$ cat src/rtl/dmux_stream_ctrl_if.sv
// dmux_stream_ctrl_if: valid/ready word stream carrying a destination select and payload.
interface dmux_stream_ctrl_if #(
  parameter int WIDTH = 8,
  parameter int SEL_W = 2
);
  logic             valid;
  logic             ready;
  logic [SEL_W-1:0] sel;
  logic [WIDTH-1:0] data;
  modport master(output valid, sel, data, input ready);
  modport slave(input valid, sel, data, output ready);
endinterface

$ cat src/rtl/dmux_stream_ctrl.sv
// dmux_stream_ctrl: valid/ready front end, credit tracker and latency-aligned valid generator for the pipelined demux.
module dmux_stream_ctrl #(
  parameter int WIDTH        = 8,
  parameter int OUTPUT_COUNT = 4,
  parameter int LATENCY      = 2,
  parameter int CREDITS      = 4,
  localparam int SEL_W       = $clog2(OUTPUT_COUNT),
  localparam int CW          = $clog2(CREDITS + 1)
) (
  input  logic                    clk,
  input  logic                    rst_n,
  dmux_stream_ctrl_if.slave       s,
  output logic [SEL_W-1:0]        dmux_sel,
  output logic [WIDTH-1:0]        dmux_in,
  output logic [OUTPUT_COUNT-1:0] out_valid,
  input  logic [OUTPUT_COUNT-1:0] credit_return,
  input  logic                    flush,
  output logic                    flush_done,
  output logic                    busy,
  output logic                    err_sel
);
  typedef enum logic [1:0] {RUN, DRAIN, DONE} state_t;
  state_t state, state_nx;
  logic [CW-1:0]           credit [OUTPUT_COUNT];
  logic [OUTPUT_COUNT-1:0] pipe [LATENCY+1];
  logic [OUTPUT_COUNT-1:0] has_credit, sel_oh, acc_oh, ret;
  logic legal, acc, reload;
  always_comb begin
    has_credit = '0;
    busy       = 1'b0;
    for (int i = 0; i < OUTPUT_COUNT; i++) has_credit[i] = credit[i] != '0;
    for (int k = 0; k <= LATENCY; k++) busy = busy | (|pipe[k]);
    legal    = 32'(s.sel) < OUTPUT_COUNT;
    sel_oh   = legal ? OUTPUT_COUNT'(1) << s.sel : '0;
    s.ready  = state == RUN && !flush && (!legal || |(sel_oh & has_credit));
    acc      = s.valid && s.ready;
    acc_oh   = acc ? sel_oh : '0;
    ret      = state == DONE ? '0 : credit_return;
    reload   = state == DRAIN && !busy;
    state_nx = state == RUN   ? (flush ? DRAIN : RUN) :
               state == DRAIN ? (busy ? DRAIN : DONE) :
                                (flush ? DONE : RUN);
  end
  assign out_valid  = pipe[LATENCY];
  assign flush_done = state == DONE;
  always_ff @(posedge clk or negedge rst_n) begin
    if (!rst_n) begin
      state    <= RUN;
      dmux_sel <= '0;
      dmux_in  <= '0;
      err_sel  <= 1'b0;
      for (int k = 0; k <= LATENCY; k++) pipe[k] <= '0;
      for (int i = 0; i < OUTPUT_COUNT; i++) credit[i] <= CW'(CREDITS);
    end else begin
      state    <= state_nx;
      dmux_sel <= acc && legal ? s.sel : dmux_sel;
      dmux_in  <= acc && legal ? s.data : '0;
      err_sel  <= acc && !legal;
      pipe[0]  <= acc_oh;
      for (int k = 1; k <= LATENCY; k++) pipe[k] <= pipe[k-1];
      // simultaneous take and return cancel; returns saturate at full
      for (int i = 0; i < OUTPUT_COUNT; i++)
        if (reload) credit[i] <= CW'(CREDITS);
        else if (acc_oh[i] && !ret[i]) credit[i] <= credit[i] - CW'(1);
        else if (!acc_oh[i] && ret[i] && credit[i] != CW'(CREDITS)) credit[i] <= credit[i] + CW'(1);
    end
  end
endmodule

$ cat src/flat_wrapper.sv
// flat-port wrapper written by rule: the top's interface ports become plain ports
module dmux_stream_ctrl_flat 
#(
  parameter int WIDTH        = 8,
  parameter int OUTPUT_COUNT = 4,
  parameter int LATENCY      = 2,
  parameter int CREDITS      = 4,
  localparam int SEL_W       = $clog2(OUTPUT_COUNT),
  localparam int CW          = $clog2(CREDITS + 1)
)
  (clk, rst_n, dmux_sel, dmux_in, out_valid, credit_return, flush, flush_done, busy, err_sel, s_valid, s_sel, s_data, s_ready);
  dmux_stream_ctrl_if #(.WIDTH(WIDTH), .SEL_W(2)) s_i ();
  input  logic clk;
  input  logic rst_n;
  output logic [SEL_W-1:0] dmux_sel;
  output logic [WIDTH-1:0] dmux_in;
  output logic [OUTPUT_COUNT-1:0] out_valid;
  input  logic [OUTPUT_COUNT-1:0] credit_return;
  input  logic flush;
  output logic flush_done;
  output logic busy;
  output logic err_sel;
  input wire logic [$bits(s_i.valid)-1:0] s_valid;
  input wire logic [$bits(s_i.sel)-1:0] s_sel;
  input wire logic [$bits(s_i.data)-1:0] s_data;
  output wire logic [$bits(s_i.ready)-1:0] s_ready;
  assign s_i.valid = s_valid;
  assign s_i.sel = s_sel;
  assign s_i.data = s_data;
  assign s_ready = s_i.ready;
  dmux_stream_ctrl #(.WIDTH(WIDTH), .OUTPUT_COUNT(OUTPUT_COUNT), .LATENCY(LATENCY), .CREDITS(CREDITS)) u_core (.clk(clk), .rst_n(rst_n), .s(s_i), .dmux_sel(dmux_sel), .dmux_in(dmux_in), .out_valid(out_valid), .credit_return(credit_return), .flush(flush), .flush_done(flush_done), .busy(busy), .err_sel(err_sel));
endmodule
$ cat config.mk
export PLATFORM = sky130hd
export DESIGN_NAME = dmux_stream_ctrl_flat
export DESIGN_NICKNAME = d
export VERILOG_FILES = /design/src/rtl/dmux_stream_ctrl_if.sv /design/src/rtl/dmux_stream_ctrl.sv /design/src/flat_wrapper.sv
export SDC_FILE = /design/constraint.sdc
export NUM_CORES = 1
export LEC_CHECK = 0
export CORE_MARGIN = 5
export CORE_UTILIZATION = 30
export DETAILED_ROUTE_END_ITERATION = 8
export GPL_TIMING_DRIVEN = 1
export PLACE_DENSITY = 0.53
export SYNTH_ARGS = -nofsm -noshare
export SYNTH_HDL_FRONTEND = slang
export SYNTH_SLANG_ARGS = --single-unit
$ cat constraint.sdc
create_clock -name clk -period 6.4 [get_ports clk]
set_input_delay 1.6 -clock clk [delete_from_list [all_inputs] [get_ports clk]]
set_output_delay 1.6 -clock clk [all_outputs]
set_load 0.02 [all_outputs]
* After elaboration in Yosys (flattened, before gate mapping) *
Index checks and enable logic that the tools add are counted.

operators by class
  add/sub/neg operators = 8
  multipliers = 0
  divide/modulo/power cells = 0
  magnitude comparators = 0
  equal/unequal tests = 6
  shifts and indexed selects = 1
  multiplexer cells = 20
  bitwise operators = 3
  reduce and logical (&&, ||, !) cells = 39

operators by type and width
  operator                                                            number
  3-bit 2-to-1 mux                                                    12
  3-bit nonzero test                                                  8
  1-bit logical AND                                                   16
  4-bit OR reduction                                                  4
  3-bit by 1-bit adder with 3-bit output, second input constant       4
  3-bit != test, second input constant                                4
  3-bit by 1-bit subtractor with 3-bit output, second input constant  4
  1-bit logical NOT                                                   10
  2-bit 2-to-1 mux                                                    4
  4-bit 2-to-1 mux                                                    2
  8-bit 2-to-1 mux                                                    1
  4-bit AND                                                           1
  1-bit by 2-bit left shift with 4-bit output, first input constant   1
  2-bit by 1-bit == test with 1-bit output, second input constant     1
  2-bit == test, second input constant                                1
  2-bit logical NOT                                                   1
  1-bit bitwise OR                                                    2
  1-bit 2-to-1 mux                                                    1

word-level totals
  flip-flop bits (word level) = 36
  latch bits = 0
  bits in writable memories = 0
  bits in read-only memories = 0
  input port bits = 18
  memories = 0

* Logic depth before layout (Yosys ltp) *
  word-level depth = 12
  depth in mapped cells = 10
  gate-level depth less buffers = 9

* Worst setup path before layout *
No wires, ideal clock.

  path kind = input to output
  start point = input s_sel[0]
  end point = output s_ready
  data arrival time = 2426 ps
  required time = 4800 ps
  setup slack = 2374 ps
  stages on the path = 4
  cells stage by stage = nand2b_1 -> o21ai_2 -> or2_4 -> and2_1

on the way
  longest elaborated chain between the ends = 4

RTL lines
  item                                         RTL line                source
  start: declaration                           flat_wrapper.sv:24      input wire logic [$bits(s_i.sel)-1:0] s_sel;
  1-bit by 2-bit left shift with 4-bit output  dmux_stream_ctrl.sv:34  sel_oh = legal ? OUTPUT_COUNT'(1) << s.sel : '0;
  4-bit AND                                    dmux_stream_ctrl.sv:35  s.ready = state == RUN && !flush && (!legal || |(sel_oh & has_credit));
  4-bit OR reduction                           dmux_stream_ctrl.sv:35
  1-bit logical AND                            dmux_stream_ctrl.sv:35
  end: declaration                             flat_wrapper.sv:26      output wire logic [$bits(s_i.ready)-1:0] s_ready;

Every way passes these cells.

* Final worst setup path *
  start point = input s_sel[1]
  end point = output s_ready

The elaborated chain is that of the path after synthesis.

==> impl_summary.log <==
[metrics] outcome: finished clean
[metrics] leading area contributor after synthesis: sky130_fd_sc_hd__dfrtp_1
[metrics] Critical Setup Path Class: in2out
[metrics] final routed wire length divided by cell count: 13.7 um
[metrics] Setup crit start kind: input pin
[metrics] post-synthesis register bit count: 36
[metrics] Max-Slew Margin vs Limit: 0.473
[metrics] Hold Crit Start: u_core.pipe[7]
[metrics] Highest Clock Rate: 193 MHz
[metrics] antenna diode count: 0
[metrics] Hold Vio Cnt, Final: 0
[metrics] Seq pwr share: 0.399
[metrics] Die Footprint: 7820 um2
[metrics] Final TNS setup: 0 ns
[metrics] height of the chip: about 90 um
[metrics] Overall Global Routing Usage: 0.109
[metrics] Core Util, Final: 0.391
[metrics] post-synthesis instance area: 1840 um2
[metrics] min-delay worst type: reg2reg
[metrics] largest net degree at the start of global routing: 37
[metrics] net switching share of the total power: 0.357
[metrics] most used standard cells in the synthesized netlist: sky130_fd_sc_hd__dfrtp_1, sky130_fd_sc_hd__nand2_1, sky130_fd_sc_hd__mux2i_1
[metrics] RSZ-0062 raised after global routing: false
[metrics] Total Nets Final: 225
[metrics] sequential area share after synthesis: 0.491
[metrics] area of the core: 5960 um2
[metrics] Synth top area share: 0.434
[metrics] Pleak: 1.11 nW
[metrics] critical register-to-register path startpoint: u_core.credit[9]
[metrics] Final Skew: between 0.006 and 0.007 ns
[metrics] buffers from clock root to sink, at most: 2
[metrics] CTS root buffer: sky130_fd_sc_hd__clkbuf_8
[metrics] number of antenna violations at the first check in global routing: 0
[metrics] end of the worst register-to-register path: u_core.credit[2]
[metrics] CP max stage cell: sky130_fd_sc_hd__clkdlybuf4s50_1
[metrics] syn_area_per_cell: around 11 um2
[metrics] global route total overflow: 0
[metrics] Synth area leaders: sky130_fd_sc_hd__dfrtp_1, sky130_fd_sc_hd__mux2i_1, sky130_fd_sc_hd__dfstp_2
[metrics] TritonCTS buffer count: 5
[metrics] post-route minimum period: 5.17 ns
[metrics] TritonCTS Sinks: 36
[metrics] minimum setup slack among reg-to-reg paths: around 3.7 ns
[metrics] Synth-to-Final Area Change: 26.4%
[metrics] count of flip-flops with a built-in enable after synthesis: 0
[metrics] endpoint type of the worst setup path: primary output
[metrics] required arrival time at the worst endpoint: about 4.8 ns
[metrics] worst hold path endpoint: u_core.out_valid[3]
[metrics] Slew Limit Fails: 0
[metrics] total via count in the routed design: 1331
[metrics] distinct cell type count after synthesis: 41
[metrics] via count normalized by instance count: 4.77
[metrics] Top Ports: 36
[metrics] hold buffers post-CTS: 0
[metrics] CP arrival: 3.57 ns
[metrics] share of power burned in combinational logic: 0.372
[metrics] longest individual stage delay on the worst path: just over 0.6 ns
[metrics] transition time of the tightest slew-check pin: 0.789 ns
[metrics] worst skew pair latency: 0.28 ns
[metrics] post-CTS resize count: 0
[metrics] Total Wirelength: 3.82 mm
[metrics] Pint: 0.548 mW
[metrics] fraction of layout instances using a drive strength above 1: 0.108
[metrics] max-cap viol count: 0
[metrics] final RePlAce weighted congestion: 0.765
[metrics] count of mapped cells out of synthesis: 170
[metrics] Antenna Violating Nets Remaining: 0
[metrics] wire length of the first global-routing pass: 6.40 mm
[metrics] TritonRoute pass-1 iters: 4
[metrics] Net Count, Synth: 192
[metrics] warnings from Yosys: 0
[metrics] clock network fraction of total power: 0.229
[metrics] number of violations reported at the end of detailed-routing iteration 0: between 50 and 60
[metrics] Reg2Reg Depth: 8
[metrics] Max Fanout on Critical Path: 8
[metrics] Max H-tree Level: 2
[metrics] number of rows created at floorplan: 28
[metrics] Synth async-reset ratio: 1.00
[metrics] total of buffers placed on input and output ports: 34
[metrics] vias in the first global route: between 1000 and 1500
[metrics] Most Frequent Cell on Critical Path: sky130_fd_sc_hd__clkdlybuf4s50_1
[metrics] die boundary width: a little under 90 um
[metrics] CTS tree: yes
[metrics] effective utilization at floorplan: 0.310
[metrics] most frequent cell after synthesis: sky130_fd_sc_hd__dfrtp_1
[metrics] power density over the cells: 366 nW/um2
[metrics] Main synth FF type: sky130_fd_sc_hd__dfrtp_1
[metrics] number of instances on the worst hold path: 0
[metrics] DRC violation count after routing: 0
[metrics] highest ir drop seen on vdd: 0.000177 V
[metrics] final setup violating endpoints: 0
[metrics] cells along the critical path: clkdlybuf4s50_1 -> nand2b_1 -> o2bb2ai_2 -> or2_4 -> and2_1 -> clkdlybuf4s50_1
[metrics] half-perimeter wire length after placement: 2.79 mm
[metrics] post-CTS setup buffers: 0
[metrics] clk slew on worst S/H paths: 0.07 ns
[metrics] crit share post-route: 0.808
[metrics] net switching power: about 0.30 mW
==> sequential cells by signal, summed over array words and instances, names as in the netlist <==
| register | count |
|---|---|
| u_core.state | 2 |
| u_core.credit | 12 |
| u_core.dmux_in | 8 |
| u_core.dmux_sel | 2 |
| u_core.pipe | 8 |
| u_core.out_valid | 4 |
==> per-layer routing <==
metal	track usage	share of wire
met1	0.145	0.48
met2	0.162	0.45
met3	0.0400	0.058
met4	0.0412	0.011
met5	0	0
==> placed cells by master, fill, tap and decap left out, types with 3 or more instances in the layout <==
| cell type | Yosys | routed |
|---|---|---|
| sky130_fd_sc_hd__clkbuf_8 | 0 | 5 |
| sky130_fd_sc_hd__nand2b_1 | 6 | 6 |
| sky130_fd_sc_hd__nor3_1 | 4 | 4 |
| sky130_fd_sc_hd__or3_1 | 3 | 3 |
| sky130_fd_sc_hd__nand2_1 | 20 | 20 |
| sky130_fd_sc_hd__dfstp_2 | 4 | 4 |
| sky130_fd_sc_hd__clkdlybuf4s50_1 | 0 | 34 |
| sky130_fd_sc_hd__nor4_1 | 3 | 3 |
| sky130_fd_sc_hd__a32oi_1 | 3 | 3 |
| sky130_fd_sc_hd__a21oi_1 | 7 | 7 |
| sky130_fd_sc_hd__o21ai_2 | 5 | 5 |
| sky130_fd_sc_hd__nor2_1 | 8 | 8 |
| sky130_fd_sc_hd__mux2i_1 | 13 | 13 |
| sky130_fd_sc_hd__nor3b_1 | 3 | 3 |
| sky130_fd_sc_hd__inv_1 | 10 | 10 |
| sky130_fd_sc_hd__dfrtp_1 | 32 | 32 |
| sky130_fd_sc_hd__fa_1 | 4 | 4 |
| sky130_fd_sc_hd__and2_1 | 9 | 9 |
==> area by class of cell <==
cell class                 instances  area (um2)
clock buffer                       6        72.6
clock inverter                     2        35.0
fill                             593        3620
inverter                          10        37.5
multi-input combinational        115         838
sequential                        36         906
tap                               75        93.8
timing repair buffer              35         348
==> per-stage QoR <==
stage	hold WS, ns	instances	instance area [um2]	worst slack (ns)	power [mW]
floorplan	0.354	170	1840	2.37	0.562
global placement	0.357	271	2220	1.23	0.660
detailed placement	0.363	271	2220	1.21	0.664
CTS	0.379	279	2330	1.21	0.867
global route	0.395	279	2330	1.07	0.919
finish	0.379	279	2330	1.23	0.853
==> power groups by stage <==
| stage | clock network (mW) | registers (mW) | logic, mW |
|---|---|---|---|
| floorplan | 0 | 0.346 | 0.217 |
| global placement | 0 | 0.344 | 0.316 |
| detailed placement | 0 | 0.344 | 0.320 |
| CTS | 0.203 | 0.340 | 0.323 |
| global route | 0.213 | 0.349 | 0.357 |
| finish | 0.195 | 0.341 | 0.317 |
==> worst max-delay path by stage <==
stage	cells past startpoint	start	to	slack, ns
CTS	6	s_sel[1]	s_ready	1.21
floorplan	4	s_sel[0]	s_ready	2.37
finish	6	s_sel[1]	s_ready	1.23
global route	6	s_sel[1]	s_ready	1.07
global placement	6	s_sel[0]	s_ready	1.23
detailed placement	6	s_sel[1]	s_ready	1.21
==> cell families (layout without fill, tap and decap cells) <==
| kind of cell | count (synthesis) | count (layout) | synth area share |
|---|---|---|---|
| compound gates | 24 | 24 | 0.103 |
| xor+xnor | 1 | 1 | 0.00475 |
| fa+ha+maj | 4 | 4 | 0.0434 |
| buf+inv | 19 | 53 | 0.0543 |
| flops | 36 | 36 | 0.491 |
| mux | 17 | 17 | 0.0990 |
| other cells | 1 | 1 | 0.00203 |
| simple gates | 68 | 68 | 0.202 |
==> critical path, delay by kind of cell <==
family / cells / cell delay [ns]
buf+inv: 2 / 1.13
compound gates: 1 / 0.32
simple gates: 3 / 0.52
(Power assumes the default switching activity.)
